==> config.mk <==
export PLATFORM = sky130hd
export DESIGN_NAME = ps2_keyboard_ctrl_flat
export DESIGN_NICKNAME = d
export VERILOG_FILES = /design/src/rtl/ps2_keyboard_ctrl_if.sv /design/src/rtl/ps2_keyboard_ctrl.sv /design/src/flat_wrapper.sv
export SDC_FILE = /design/constraint.sdc
export NUM_CORES = 1
export LEC_CHECK = 0
export CORE_AREA = 10 10 154 113
export CTS_CLUSTER_DIAMETER = 40
export DETAILED_ROUTE_END_ITERATION = 6
export DIE_AREA = 0 0 164 123
export SLEW_MARGIN = 20
export SYNTH_ARGS = -nofsm -noshare
export SYNTH_HDL_FRONTEND = slang
export SYNTH_SLANG_ARGS = --single-unit
==> constraint.sdc <==
create_clock -name CLK -period 4.7 [get_ports CLK]
set_input_delay 0.47 -clock CLK [delete_from_list [all_inputs] [get_ports CLK]]
set_output_delay 0.47 -clock CLK [all_outputs]
set_load 0.01 [all_outputs]
==> src/rtl/ps2_keyboard_ctrl_if.sv <==
// Read side of the PS/2 scan-code FIFO: head byte, occupancy and valid/ready pop handshake.
interface ps2_keyboard_ctrl_if #(
  parameter int FIFO_DEPTH = 8
);
  localparam int CW = $clog2(FIFO_DEPTH) + 1;

  logic [7:0]    rd_data;
  logic          rd_valid;
  logic          rd_ready;
  logic [CW-1:0] fifo_count;

  modport master (output rd_data, rd_valid, fifo_count, input rd_ready);
  modport slave  (input rd_data, rd_valid, fifo_count, output rd_ready);
endinterface

==> src/rtl/ps2_keyboard_ctrl.sv <==
// Receive-only PS/2 keyboard controller: pin conditioning, 11-bit frame FSM with
// parity/stop/timeout checks, and a first-word-fall-through scan-code FIFO.
module ps2_keyboard_ctrl #(
  parameter int FILTER_LEN     = 4,
  parameter int TIMEOUT_CYCLES = 32000,
  parameter int FIFO_DEPTH     = 8
) (
  input  logic                CLK,
  input  logic                reset,
  input  logic                ps2_clk,
  input  logic                ps2_data,
  ps2_keyboard_ctrl_if.master rd,
  output logic                overflow,
  input  logic                clear_err,
  output logic                parity_err,
  output logic                frame_err
);
  localparam int AW = $clog2(FIFO_DEPTH);
  localparam int CW = AW + 1;
  localparam int TW = $clog2(TIMEOUT_CYCLES);

  // ---------------- input conditioning ----------------
  logic [1:0]            clk_sync, dat_sync;
  logic [FILTER_LEN-1:0] clk_hist;
  logic                  clk_filt, clk_filt_d;
  logic                  strobe, ps2_bit;

  // Everything resets high so reset release looks like an idle bus.
  always_ff @(posedge CLK) begin
    if (reset) begin
      clk_sync   <= '1;
      dat_sync   <= '1;
      clk_hist   <= '1;
      clk_filt   <= 1'b1;
      clk_filt_d <= 1'b1;
    end else begin
      clk_sync   <= {clk_sync[0], ps2_clk};
      dat_sync   <= {dat_sync[0], ps2_data};
      clk_hist   <= {clk_hist[FILTER_LEN-2:0], clk_sync[1]};
      if (&clk_hist)       clk_filt <= 1'b1;
      else if (~|clk_hist) clk_filt <= 1'b0;
      clk_filt_d <= clk_filt;
    end
  end

  assign strobe  = clk_filt_d & ~clk_filt;
  assign ps2_bit = dat_sync[1];

  // ---------------- frame FSM ----------------
  typedef enum logic [1:0] {IDLE, DATA, PARITY, STOP} state_t;

  state_t        state;
  logic [2:0]    bit_cnt;
  logic [7:0]    shreg;
  logic          par_ok;
  logic [TW-1:0] tmo;
  logic          push;
  logic [7:0]    push_byte;

  always_ff @(posedge CLK) begin
    if (reset) begin
      state      <= IDLE;
      bit_cnt    <= '0;
      shreg      <= '0;
      par_ok     <= 1'b0;
      tmo        <= '0;
      push       <= 1'b0;
      push_byte  <= '0;
      parity_err <= 1'b0;
      frame_err  <= 1'b0;
    end else begin
      push       <= 1'b0;
      parity_err <= 1'b0;
      frame_err  <= 1'b0;
      if (state == IDLE) begin
        tmo <= '0;
        if (strobe && !ps2_bit) begin
          state   <= DATA;
          bit_cnt <= '0;
        end
      end else if (strobe) begin
        tmo <= '0;
        case (state)
          DATA: begin
            shreg   <= {ps2_bit, shreg[7:1]};
            bit_cnt <= bit_cnt + 3'd1;
            if (bit_cnt == 3'd7) state <= PARITY;
          end
          PARITY: begin
            par_ok <= ^{shreg, ps2_bit};
            state  <= STOP;
          end
          STOP: begin
            state <= IDLE;
            // A bad stop bit masks any parity problem in the same frame.
            if (!ps2_bit)     frame_err  <= 1'b1;
            else if (!par_ok) parity_err <= 1'b1;
            else begin
              push      <= 1'b1;
              push_byte <= shreg;
            end
          end
          default: state <= IDLE;
        endcase
      end else if (tmo == TW'(TIMEOUT_CYCLES - 1)) begin
        frame_err <= 1'b1;
        state     <= IDLE;
        shreg     <= '0;
        tmo       <= '0;
      end else begin
        tmo <= tmo + 1'b1;
      end
    end
  end

  // ---------------- scan-code FIFO ----------------
  logic [7:0]    mem [FIFO_DEPTH];
  logic [AW-1:0] wr_ptr, rd_ptr;
  logic [CW-1:0] count;
  logic          pop, full, do_push;

  assign pop     = rd.rd_valid & rd.rd_ready;
  assign full    = (count == CW'(FIFO_DEPTH));
  // When full, a simultaneous pop frees the slot the new byte needs.
  assign do_push = push & (~full | pop);

  always_ff @(posedge CLK) begin
    if (reset) begin
      for (int i = 0; i < FIFO_DEPTH; i++) mem[i] <= '0;
      wr_ptr   <= '0;
      rd_ptr   <= '0;
      count    <= '0;
      overflow <= 1'b0;
    end else begin
      if (do_push) begin
        mem[wr_ptr] <= push_byte;
        wr_ptr      <= wr_ptr + 1'b1;
      end
      if (pop) rd_ptr <= rd_ptr + 1'b1;
      case ({do_push, pop})
        2'b10:   count <= count + 1'b1;
        2'b01:   count <= count - 1'b1;
        default: ;
      endcase
      if (push && full && !pop) overflow <= 1'b1;
      else if (clear_err)       overflow <= 1'b0;
    end
  end

  assign rd.rd_valid   = (count != '0);
  assign rd.rd_data    = mem[rd_ptr];
  assign rd.fifo_count = count;
endmodule
==> src/flat_wrapper.sv <==
// flat-port wrapper written by rule: the top's interface ports become plain ports
module ps2_keyboard_ctrl_flat 
#(
  parameter int FILTER_LEN     = 4,
  parameter int TIMEOUT_CYCLES = 32000,
  parameter int FIFO_DEPTH     = 8
)
  (CLK, reset, ps2_clk, ps2_data, overflow, clear_err, parity_err, frame_err, rd_rd_data, rd_rd_valid, rd_fifo_count, rd_rd_ready);
  ps2_keyboard_ctrl_if #(.FIFO_DEPTH(FIFO_DEPTH)) rd_i ();
  input  logic CLK;
  input  logic reset;
  input  logic ps2_clk;
  input  logic ps2_data;
  output logic overflow;
  input  logic clear_err;
  output logic parity_err;
  output logic frame_err;
  output wire logic [$bits(rd_i.rd_data)-1:0] rd_rd_data;
  output wire logic [$bits(rd_i.rd_valid)-1:0] rd_rd_valid;
  output wire logic [$bits(rd_i.fifo_count)-1:0] rd_fifo_count;
  input wire logic [$bits(rd_i.rd_ready)-1:0] rd_rd_ready;
  assign rd_rd_data = rd_i.rd_data;
  assign rd_rd_valid = rd_i.rd_valid;
  assign rd_fifo_count = rd_i.fifo_count;
  assign rd_i.rd_ready = rd_rd_ready;
  ps2_keyboard_ctrl #(.FILTER_LEN(FILTER_LEN), .TIMEOUT_CYCLES(TIMEOUT_CYCLES), .FIFO_DEPTH(FIFO_DEPTH)) u_core (.CLK(CLK), .reset(reset), .ps2_clk(ps2_clk), .ps2_data(ps2_data), .rd(rd_i), .overflow(overflow), .clear_err(clear_err), .parity_err(parity_err), .frame_err(frame_err));
endmodule
# Word-level counts from Yosys, hierarchy flattened
# Memories as Yosys holds them, arrays and structs flattened. A register that Yosys moved wholly into a read port is not among the register bits.
# Index checks and enable logic that the tools add are counted.
[op_classes] addsub=6 n_eq_ne=11 mux=32 n_bitwise=10 reduce_logical=26
[op_table] operator="8-bit two-way mux" n=4
[op_table] operator="3-bit two-way mux" n=7
[op_table] operator="15-bit by 1-bit adder with 15-bit output (second input constant)" n=1
[op_table] operator="15-bit == test (second input constant)" n=1
[op_table] operator="1-bit two-way mux" n=14
[op_table] operator="3-bit AND reduction" n=4
[op_table] operator="2-bit two-way mux" n=5
[op_table] operator="2-bit nonzero test" n=5
[op_table] operator="3-bit by 1-bit adder with 3-bit output (second input constant)" n=3
[op_table] operator="9-bit parity" n=1
[op_table] operator="4-bit one-hot mux with 2 select lines" n=1
[op_table] operator="4-bit OR reduction" n=2
[op_table] operator="8-bit OR reduction" n=1
[op_table] operator="2-bit == test (second input constant)" n=3
[op_table] operator="1-bit NOT" n=6
[op_table] operator="5-bit AND reduction" n=1
[op_table] operator="5-bit OR reduction" n=1
[op_table] operator="4-bit by 1-bit adder with 4-bit output (second input constant)" n=1
[op_table] operator="2-bit by 1-bit == test with 1-bit output (second input constant)" n=2
[op_table] operator="4-bit == test (second input constant)" n=1
[op_table] operator="2-bit inequality test (second input constant)" n=2
[op_table] operator="4-bit inequality test (second input constant)" n=1
[op_table] operator="2-bit one-hot mux with 2 select lines" n=1
[op_table] operator="4-bit AND reduction" n=1
[op_table] operator="10 further kinds" n=16
[totals] regBits=61 mem_bits_rw=64 input_bits=6 word_cells=104 mem_count=1
[memory_table] memory="u_core.mem" words=8 word_bits=8 read_ports=1 rd_ports_with_merged_regs=1 write_ports=8 line_no="ps2_keyboard_ctrl.sv:117" text="logic [7:0] mem [FIFO_DEPTH];"

# Depth between registers and ports, before layout
# Gate-level depths: netlist (run 1).
[logic_depth] depth_word=9 depth_mapped=8

# Worst setup path before layout (run 1)
# Ideal clock, no wire load.
[synth_timing] path_kind="flip-flop to flip-flop" startpoint="reg u_core.count[1] (netlist: u_core.rd.fifo_count[1])" endpoint="reg u_core.count[2] (netlist: u_core.rd.fifo_count[2])" setup_time_ps=86 t_arrival_ps=2012 required_time_ps=4614 path_slack_ps=2603 path_stages_with_launch=9 n_path_buf=1 period_less_slack_ps=2097 cell_sequence="dfxtp_1 -> buf_2 -> o41ai_2 -> nor2_1 -> xor2_1 -> ha_1 -> nor4_1 -> a311oi_1 -> a211oi_1"
[synth_between] elab_chain_len=6
[synth_rtl] element="start, declared" line_no="ps2_keyboard_ctrl.sv:119" text="logic [CW-1:0] count;"
[synth_rtl] element="start signal, assigned" line_no="ps2_keyboard_ctrl.sv:141" text="2'b10: count <= count + 1'b1;"
[synth_rtl] element="start signal, assigned" line_no="ps2_keyboard_ctrl.sv:142" text="2'b01: count <= count - 1'b1;"
[synth_rtl] element="4-bit nonzero test / 4-bit == test (equally long branches)" line_no="ps2_keyboard_ctrl.sv:150, ps2_keyboard_ctrl.sv:123"
[synth_rtl] element="1-bit bitwise AND / 1-bit NOT (equally long branches)" line_no="ps2_keyboard_ctrl.sv:122, ps2_keyboard_ctrl.sv:125"
[synth_rtl] element="1-bit bitwise OR" line_no="ps2_keyboard_ctrl.sv:125" text="assign do_push = push & (~full | pop);"
[synth_rtl] element="1-bit bitwise AND" line_no="ps2_keyboard_ctrl.sv:125"
[synth_rtl] element="2-bit by 1-bit == test with 1-bit output / 2-bit == test (equally long branches)" line_no="ps2_keyboard_ctrl.sv:140" text="case ({do_push, pop})"
[synth_rtl] element="4-bit one-hot mux with 2 select lines / 2-bit nonzero test (equally long branches)"
# Parallel ways exist; a longest one is shown, timed or not.
# A chain may end at the register's enable or synchronous reset.

==> results.cfg, run 1 <==
[die]
io_pins = 22
initial_core_util = 0.395
die_h_um = 123
coreArea_um2 = 14400
fp.dieW_um = 164
dieArea_um2 = 20200
num_rows = 37

[placed_design]
hpwl_um = 8370
io_buffers = 21
place_area_um2 = 6090
place.gp.congestion = 0.813

[clocking]
cts_tree = yes
cts_sinks = 128
path_clk_slew_ns = 0.06
clk_latency_ns = 0.43
cts_setup_buffers = 0
cts_root_buffer = clkbuf_16
cts-htree-levels = 4
cts_resized = 0
ctsHoldBuffers = 0
clockBufferDepth = 2
cts_buffers = 17

[logic_synthesis]
netlist.area_leader.share = 0.337
synth_area_leader_cell = edfxtp_1
async_reset_ff_frac = 0
ys_seq_elements = 128
synth_cells = 460
ys_types = 57
synth-seq-area-share = 0.561
syn_nets = 477
synthTopCellsByArea = edfxtp_1 (34%), dfxtp_1 (22%), and2_1 (7.0%)
syn_area_um2 = 5710
synth_enable_flop_cells = 64
ys_top_cells_by_count = and2_1 (64), dfxtp_1 (64), edfxtp_1 (64)
yosys_warnings = 0
synth_flop_cell = edfxtp_1
avgSynthCellArea_um2 = 12.4

[global_route]
grt-ovfl-total = 0
grt_usage = 0.127
antenna_found_initial = 0
grt_pass1_vias = 3535
grt_max_degree = 45
grt_pass1_wl_um = 19700

[critical_path]
start_kind = flop
crit_type = flop to output pin
required_ns = 4.23
end_kind = output pin
crit_fanout = 16
cp.arrival_ns = 2.52

[detailed_routing]
finalWirelength_um = 12000
drt_iter0_markers = 210
ant_nets = 0
drc_errors = 0
drt_first_pass_iters = 5
avgRoutedWirePerCell_um = 17.3
via_per_inst = 5.19
num_vias = 3589

[sta]
rsz0062_at_grt = false
post-route-period-util = 0.636
finalSetupTns_ns = 0
skew_ns = 0.00901
fmax_mhz = 335
hold_violations = 0
slew_viol_final = 0
slew_headroom = 0.265
worstMarginPinSlew_ns = 1.09
setup_viol = 0
fin_crit_ns = 2.99

[final_layout]
nets = 501
design_area_um2 = 6730
drive_gt1_frac = 0.175
area_delta_synth_final_pct = 17.9
antenna_cells = 0

[power_and_ir_drop]
p_int_mw = 2.15
clockPowerShare = 0.511
powerDensity_nw_per_um2 = 408
netSwitchingPower_mw = 0.596
power.total_mw = 2.75
p_leak_nw = 2.40
ir_drop_v = 0.000210
swShare = 0.217
seqPwrFrac = 0.447
p_comb_frac = 0.042

[run]
drv_cap = 0

[status]
outcome = finished, final reports clean

[min_path]
hold_class = flop to flop
==> path summary, 6_finish.rpt <==
check / endpoint / start / cells after the start / slack [ns]
worst min-delay path: u_core.clk_hist[0] / u_core.clk_sync[1] / 1 / 0.41
worst max register to register: u_core.mem[3][6] / u_core.rd.fifo_count[0] / 4 / 2.19
worst max-delay path: rd_rd_data[5] / flop / 3 / 1.71
worst min register to register: u_core.clk_hist[0] / u_core.clk_sync[1] / 1 / 0.41
==> state kept, by name, indices dropped and copies added, names as in the netlist, named ones only <==
signal and count:
u_core.dat_sync 2, u_core.par_ok 1, u_core.push 1, u_core.push_byte 8, u_core.clk_filt 1, u_core.bit_cnt 3
u_core.state 2, u_core.mem 64, u_core.parity_err 1, u_core.rd.fifo_count 4, u_core.tmo 15, u_core.rd_ptr 3
u_core.clk_hist 4, u_core.clk_sync 2, u_core.wr_ptr 3, u_core.frame_err 1, u_core.clk_filt_d 1, u_core.shreg 8
u_core.overflow 1
==> worst max-delay path: stages (launching register included) <==
cell             delay (ns)
dfxtp_2                0.70
mux4_2                 0.62
mux2_2                 0.29
clkdlybuf4s50_1        0.48
==> layer usage <==
metal / share of wire / track usage / routed length [um]
met5: 0 / 0 / 0
met2: 0.43 / 0.175 / 5200
met4: 0.010 / 0.0529 / 123
met3: 0.060 / 0.0472 / 718
met1: 0.50 / 0.176 / 5950
==> placed cells by master (no fill, tap or decap), types with 3 or more instances in the layout <==
cell type        instances
nor2_1                  44
mux2i_1                 11
a31oi_1                  3
o21ai_1                  3
clkinv_4                 3
bufinv_16                4
mux2_2                   9
clkinvlp_4               4
nand3_1                  8
nand2_1                 13
o211ai_1                 3
nand3b_1                 4
clkdlybuf4s50_1         21
edfxtp_1                64
nand2b_1                 3
nor3_1                  12
nand4_1                  4
ha_1                    11
or2_2                   14
inv_1                    8
xor2_1                  11
a2bb2oi_1                3
dfxtp_1                 63
nor4_1                   5
nor2b_1                  5
inv_6                    3
xnor2_1                 12
mux4_2                  16
a21oi_1                  8
clkbuf_16               17
and2_1                  64
a22o_1                   8
==> through the flow <==
| stage | instances | worst slack (ns) | hold slack (ns) | utilization |
|---|---|---|---|---|
| 5_1_grt | 692 | 1.58 | 0.429 | 0.466 |
| 6_report | 692 | 1.71 | 0.409 | 0.466 |
| 3_3_place_gp | 660 | 1.45 | 0.397 | 0.422 |
| 2_1_floorplan | 460 | 2.60 | 0.389 | - |
| 4_1_cts | 692 | 1.28 | 0.411 | 0.466 |
| 3_5_place_dp | 660 | 1.59 | 0.393 | 0.422 |
==> logic make-up (layout without fill, tap and decap cells) <==
family | count (synthesis) | in the layout | synth area share
AO/OA/AOI/OAI | 42 | 42 | 0.0603
XOR/XNOR | 24 | 24 | 0.0392
adder cells (fa/ha/maj) | 11 | 11 | 0.0241
buffers and inverters | 25 | 62 | 0.0186
flip-flops | 128 | 128 | 0.561
multiplexers | 36 | 36 | 0.100
AND/OR/NAND/NOR | 194 | 194 | 0.197
==> cell type report <==
| cell class | instances | area (um^2) |
|---|---|---|
| tap | 195 | 244 |
| sequential | 128 | 3200 |
| clock buffer | 17 | 425 |
| inverter | 8 | 30.0 |
| clock inverter | 15 | 208 |
| fill | 1293 | 7710 |
| timing repair buffer | 22 | 218 |
| multi-input combinational | 307 | 2400 |
==> power groups by stage <==
stage / clock, mW / sequential [mW] / combinational, mW
6_report: 1.40 / 1.23 / 0.116
5_1_grt: 1.49 / 1.23 / 0.125
4_1_cts: 1.43 / 1.23 / 0.117
3_5_place_dp: 0 / 1.25 / 0.116
3_3_place_gp: 0 / 1.25 / 0.113
2_1_floorplan: 0 / 1.23 / 0.0861
Note: power is estimated with default switching activity, not from simulation.
==> run 2, diff against run 1 <==
==> constraint.sdc (replaced) <==
create_clock -name CLK -period 2.8 [get_ports CLK]
set_input_delay 0.28 -clock CLK [delete_from_list [all_inputs] [get_ports CLK]]
set_output_delay 0.28 -clock CLK [all_outputs]
set_load 0.01 [all_outputs]
==> results.cfg, run 2 (synthesis results as in run 1) <==
[clocking]
cts_resized = 0
cts_buffers = 17
cts_root_buffer = clkbuf_16
clockBufferDepth = 2
cts_sinks = 128
cts_tree = yes
ctsHoldBuffers = 0
path_clk_slew_ns = 0.06
cts-htree-levels = 4
cts_setup_buffers = 0
clk_latency_ns = 0.41

[sta]
finalWorstSetupSlack_ns = 0.123
post-route-period-util = 0.956
worstMarginPinSlew_ns = 0.875
skew_ns = 0.00801
slew_viol_final = 0
fmax_mhz = 373
fin_crit_ns = 2.68
finalSetupTns_ns = 0
hold_ws_ns = 0.409
hold_violations = 0
rsz0062_at_grt = false
setup_viol = 0
slew_headroom = 0.412

[detailed_routing]
num_vias = 3584
via_per_inst = 5.09
ant_nets = 0
avgRoutedWirePerCell_um = 16.2
drt_first_pass_iters = 5
drc_errors = 0
finalWirelength_um = 11400
drt_iter0_markers = 296

[final_layout]
drive_gt1_frac = 0.191
nFillCells = 1321
regArea_um2 = 3200
design_area_um2 = 6750
area_delta_synth_final_pct = 18.1
multiInputGateArea_um2 = 2400
top_register = u_core.mem
finalNonFillerCells = 704
top_regs = u_core.mem (64), u_core.tmo (15)
finish.utilization = 0.467
nets = 513
final_cell_mix = and2_1 (64), dfxtp_1 (64), edfxtp_1 (64), nor2_1 (44), clkdlybuf4s50_1 (21)
antenna_cells = 0
largest_register_ff_count = 64

[global_route]
grt_usage = 0.119
grt_pass1_vias = 3476
grt-ovfl-total = 0
antenna_found_initial = 0
grt_max_degree = 34
grt_pass1_wl_um = 18700

[power_and_ir_drop]
clockPowerShare = 0.479
p_int_mw = 3.35
powerDensity_nw_per_um2 = 642
seqPwrFrac = 0.471
power.total_mw = 4.33
swShare = 0.227
netSwitchingPower_mw = 0.982
ir_drop_v = 0.000414
p_comb_frac = 0.049
p_leak_nw = 2.43

[critical_path]
crit_type = flop to output pin
reg2reg_from = u_core.rd.fifo_count[0]
required_ns = 2.52
crit_fanout = 16
crit_chain = buf_4 -> mux4_2 -> mux2_2 -> clkdlybuf4s50_1
critPathSlowestCell = mux4_2
cp.arrival_ns = 2.40
start_kind = flop
max_stage_delay_ns = 0.61
end_kind = output pin

[die]
fp.dieW_um = 164
num_rows = 37
coreArea_um2 = 14400
initial_core_util = 0.395
io_pins = 22
die_h_um = 123
dieArea_um2 = 20200

[placed_design]
place.gp.congestion = 0.794
place_area_um2 = 6180
hpwl_um = 7710
pre_cts_ws_ns = 0.345
place_inst = 672
io_buffers = 21

[min_path]
hold_class = flop to flop
hp-start = u_core.clk_sync[1]

[status]
outcome = finished, final reports clean

[run]
drv_cap = 0
## run 2: cell count changes in the layout (fill, tap and decap cells not counted), sizes merged
cell	previous run	this run
buf	1	13
bufinv	4	1
clkbuf	17	18
clkinv	3	1
clkinvlp	5	7
inv	11	13
## run 2: worst paths after layout
path	end	slack, ns	depth (start not counted)
max	rd_rd_data[5]	0.12	4
min	u_core.clk_hist[0]	0.41	1
max reg2reg	u_core.rd.fifo_count[2]	0.50	7
min reg2reg	u_core.clk_hist[0]	0.41	1
## run 2: critical path, delay by kind of cell (launching register included)
family,cells,cell delay [ns]
mux,2,0.89
flops,1,0.30
buf+inv,2,0.79
## run 2: power by group through the flow
stage / registers [mW] / logic (mW) / clock network, mW
2_1_floorplan: 2.07 / 0.145 / 0
3_3_place_gp: 2.08 / 0.213 / 0
3_5_place_dp: 2.08 / 0.217 / 0
4_1_cts: 2.04 / 0.218 / 2.12
5_1_grt: 2.05 / 0.234 / 2.22
6_report: 2.04 / 0.214 / 2.08
## run 2: cell type report
| cell class | instances | share of cell area |
|---|---|---|
| flip-flops and latches | 128 | 0.475 |
| well taps | 195 | 0.0362 |
| inverters | 8 | 0.00445 |
| multi-input cells | 307 | 0.356 |
| clock inverters | 14 | 0.0195 |
| clock buffers | 18 | 0.0636 |
| repair buffers | 34 | 0.0456 |
## run 2: routing by layer
metal,track usage,up-vias,part of all wire
li1,-,1742,-
met1,0.166,1753,0.48
met2,0.176,83,0.46
met3,0.0369,6,0.057
met4,0.0340,0,0.0041
met5,0,-,0
==> run 3, diff against run 2 <==
--- a/config.mk
+++ b/config.mk
@@ -9,6 +9,7 @@
 export CTS_CLUSTER_DIAMETER = 40
 export DETAILED_ROUTE_END_ITERATION = 6
 export DIE_AREA = 0 0 164 123
+export GPL_TIMING_DRIVEN = 0
 export SLEW_MARGIN = 20
 export SYNTH_ARGS = -nofsm -noshare
 export SYNTH_HDL_FRONTEND = slang
==> results.cfg, run 3 (synthesis results as in run 1) <==
[final_layout]
top_register = u_core.mem
finish.utilization = 0.467
drive_gt1_frac = 0.178
area_delta_synth_final_pct = 18.2
largest_register_ff_count = 64
top_regs = u_core.mem (64), u_core.tmo (15)
final_cell_mix = and2_1 (64), edfxtp_1 (64), dfxtp_1 (63), nor2_1 (44), clkdlybuf4s50_1 (21)
antenna_cells = 0
nets = 516
design_area_um2 = 6750
nFillCells = 1309
finalNonFillerCells = 707

[die]
fp.dieW_um = 164
dieArea_um2 = 20200
num_rows = 37
coreArea_um2 = 14400
die_h_um = 123
initial_core_util = 0.395
io_pins = 22

[placed_design]
hpwl_um = 8360
io_buffers = 21
pre_cts_ws_ns = 0.0204
place.gp.congestion = 0.775
place_inst = 676
place_area_um2 = 6160

[sta]
hold_ws_ns = 0.407
slew_viol_final = 0
post-route-period-util = 0.953
finalWorstSetupSlack_ns = 0.131
setup_viol = 0
fmax_mhz = 375
fin_crit_ns = 2.67
rsz0062_at_grt = false
skew_ns = 0.0129
finalSetupTns_ns = 0
hold_violations = 0
slew_headroom = 0.377
worstMarginPinSlew_ns = 0.928

[critical_path]
crit_end = rd_rd_data[7]
crit_type = flop to output pin
cp.arrival_ns = 2.39
r2r_cells = 7
start_kind = flop
required_ns = 2.52
reg2reg_from = u_core.rd.fifo_count[0]
crit_fanout = 10
end_kind = output pin
r2r_slack_ns = 0.47
r2r_end = u_core.rd.fifo_count[2]

[detailed_routing]
drt_first_pass_iters = 4
num_vias = 3606
finalWirelength_um = 11700
avgRoutedWirePerCell_um = 16.5
drc_errors = 0
drt_iter0_markers = 266
ant_nets = 0
via_per_inst = 5.10

[global_route]
antenna_found_initial = 0
grt_max_degree = 17
grt_usage = 0.124
grt_pass1_wl_um = 19300
grt-ovfl-total = 0
grt_pass1_vias = 3751

[clocking]
clk_latency_ns = 0.42
clockBufferDepth = 2
cts_root_buffer = clkbuf_16
ctsHoldBuffers = 0
path_clk_slew_ns = 0.06
cts-htree-levels = 4
cts_sinks = 128
cts_buffers = 17
cts_tree = yes

[power_and_ir_drop]
powerDensity_nw_per_um2 = 644
ir_drop_v = 0.000469
power.total_mw = 4.35
p_leak_nw = 2.42

[min_path]
hold_class = flop to flop
hold_depth = 1

[run]
drv_cap = 0

[status]
outcome = finished, final reports clean
[run 3: cell types whose count changed in the layout (fill, tap and decap cells not counted), sizes merged]
cell,change
clkbuf,+9
buf,-7
inv,-2
clkinv,+7
clkinvlp,-4
[run 3: metal layers]
layer | global-route usage | vias up | routed length (um)
met1 | 0.159 | 1768 | 5680
li1 | - | 1754 | -
met3 | 0.0369 | 17 | 502
met2 | 0.195 | 67 | 5340
met4 | 0.0473 | 0 | 153
met5 | 0 | - | 0
[run 3: power by group]
| group | switching [mW] | leakage [nW] | internal [mW] |
|---|---|---|---|
| sequential | 0.0232 | 1.14 | 2.02 |
| combinational | 0.119 | 1.01 | 0.103 |
| clock | 0.859 | 0.268 | 1.23 |
[run 3: timing repair]
action | in CTS | in global routing
resized for setup | 5 | 4
gates cloned | 0 | 0
endpoints found under the hold margin | 0 | 0
buffers inserted | 0 | 0
setup endpoints to repair | 8 | 8
[run 3: worst min-delay path by stage]
stage	from	to	slack, ns
finish	u_core.dat_sync[0]	u_core.dat_sync[1]	0.41
global route	ps2_data	u_core.dat_sync[0]	0.41
CTS	u_core.dat_sync[0]	u_core.dat_sync[1]	0.41
detailed placement	u_core.dat_sync[0]	u_core.dat_sync[1]	0.40
global placement	u_core.dat_sync[0]	u_core.dat_sync[1]	0.40
floorplan	ps2_clk	u_core.clk_sync[0]	0.38
[run 3: layout make-up]
class | instances | area, um^2 | share of cell area
Buffer | 16 | 97.6 | 0.0145
Clock buffer | 17 | 425 | 0.0630
Clock inverter | 15 | 136 | 0.0202
Inverter | 8 | 30.0 | 0.00445
Multi-Input combinational cell | 307 | 2400 | 0.356
Sequential cell | 128 | 3200 | 0.475
Tap cell | 195 | 244 | 0.0362
Timing Repair Buffer | 21 | 210 | 0.0312
[run 3: critical path, stage by stage (launching register included)]
cell and delay (ns):
dfxtp_1 0.33, buf_6 0.16, buf_12 0.16, mux4_2 0.53, mux2_2 0.29, clkdlybuf4s50_1 0.49
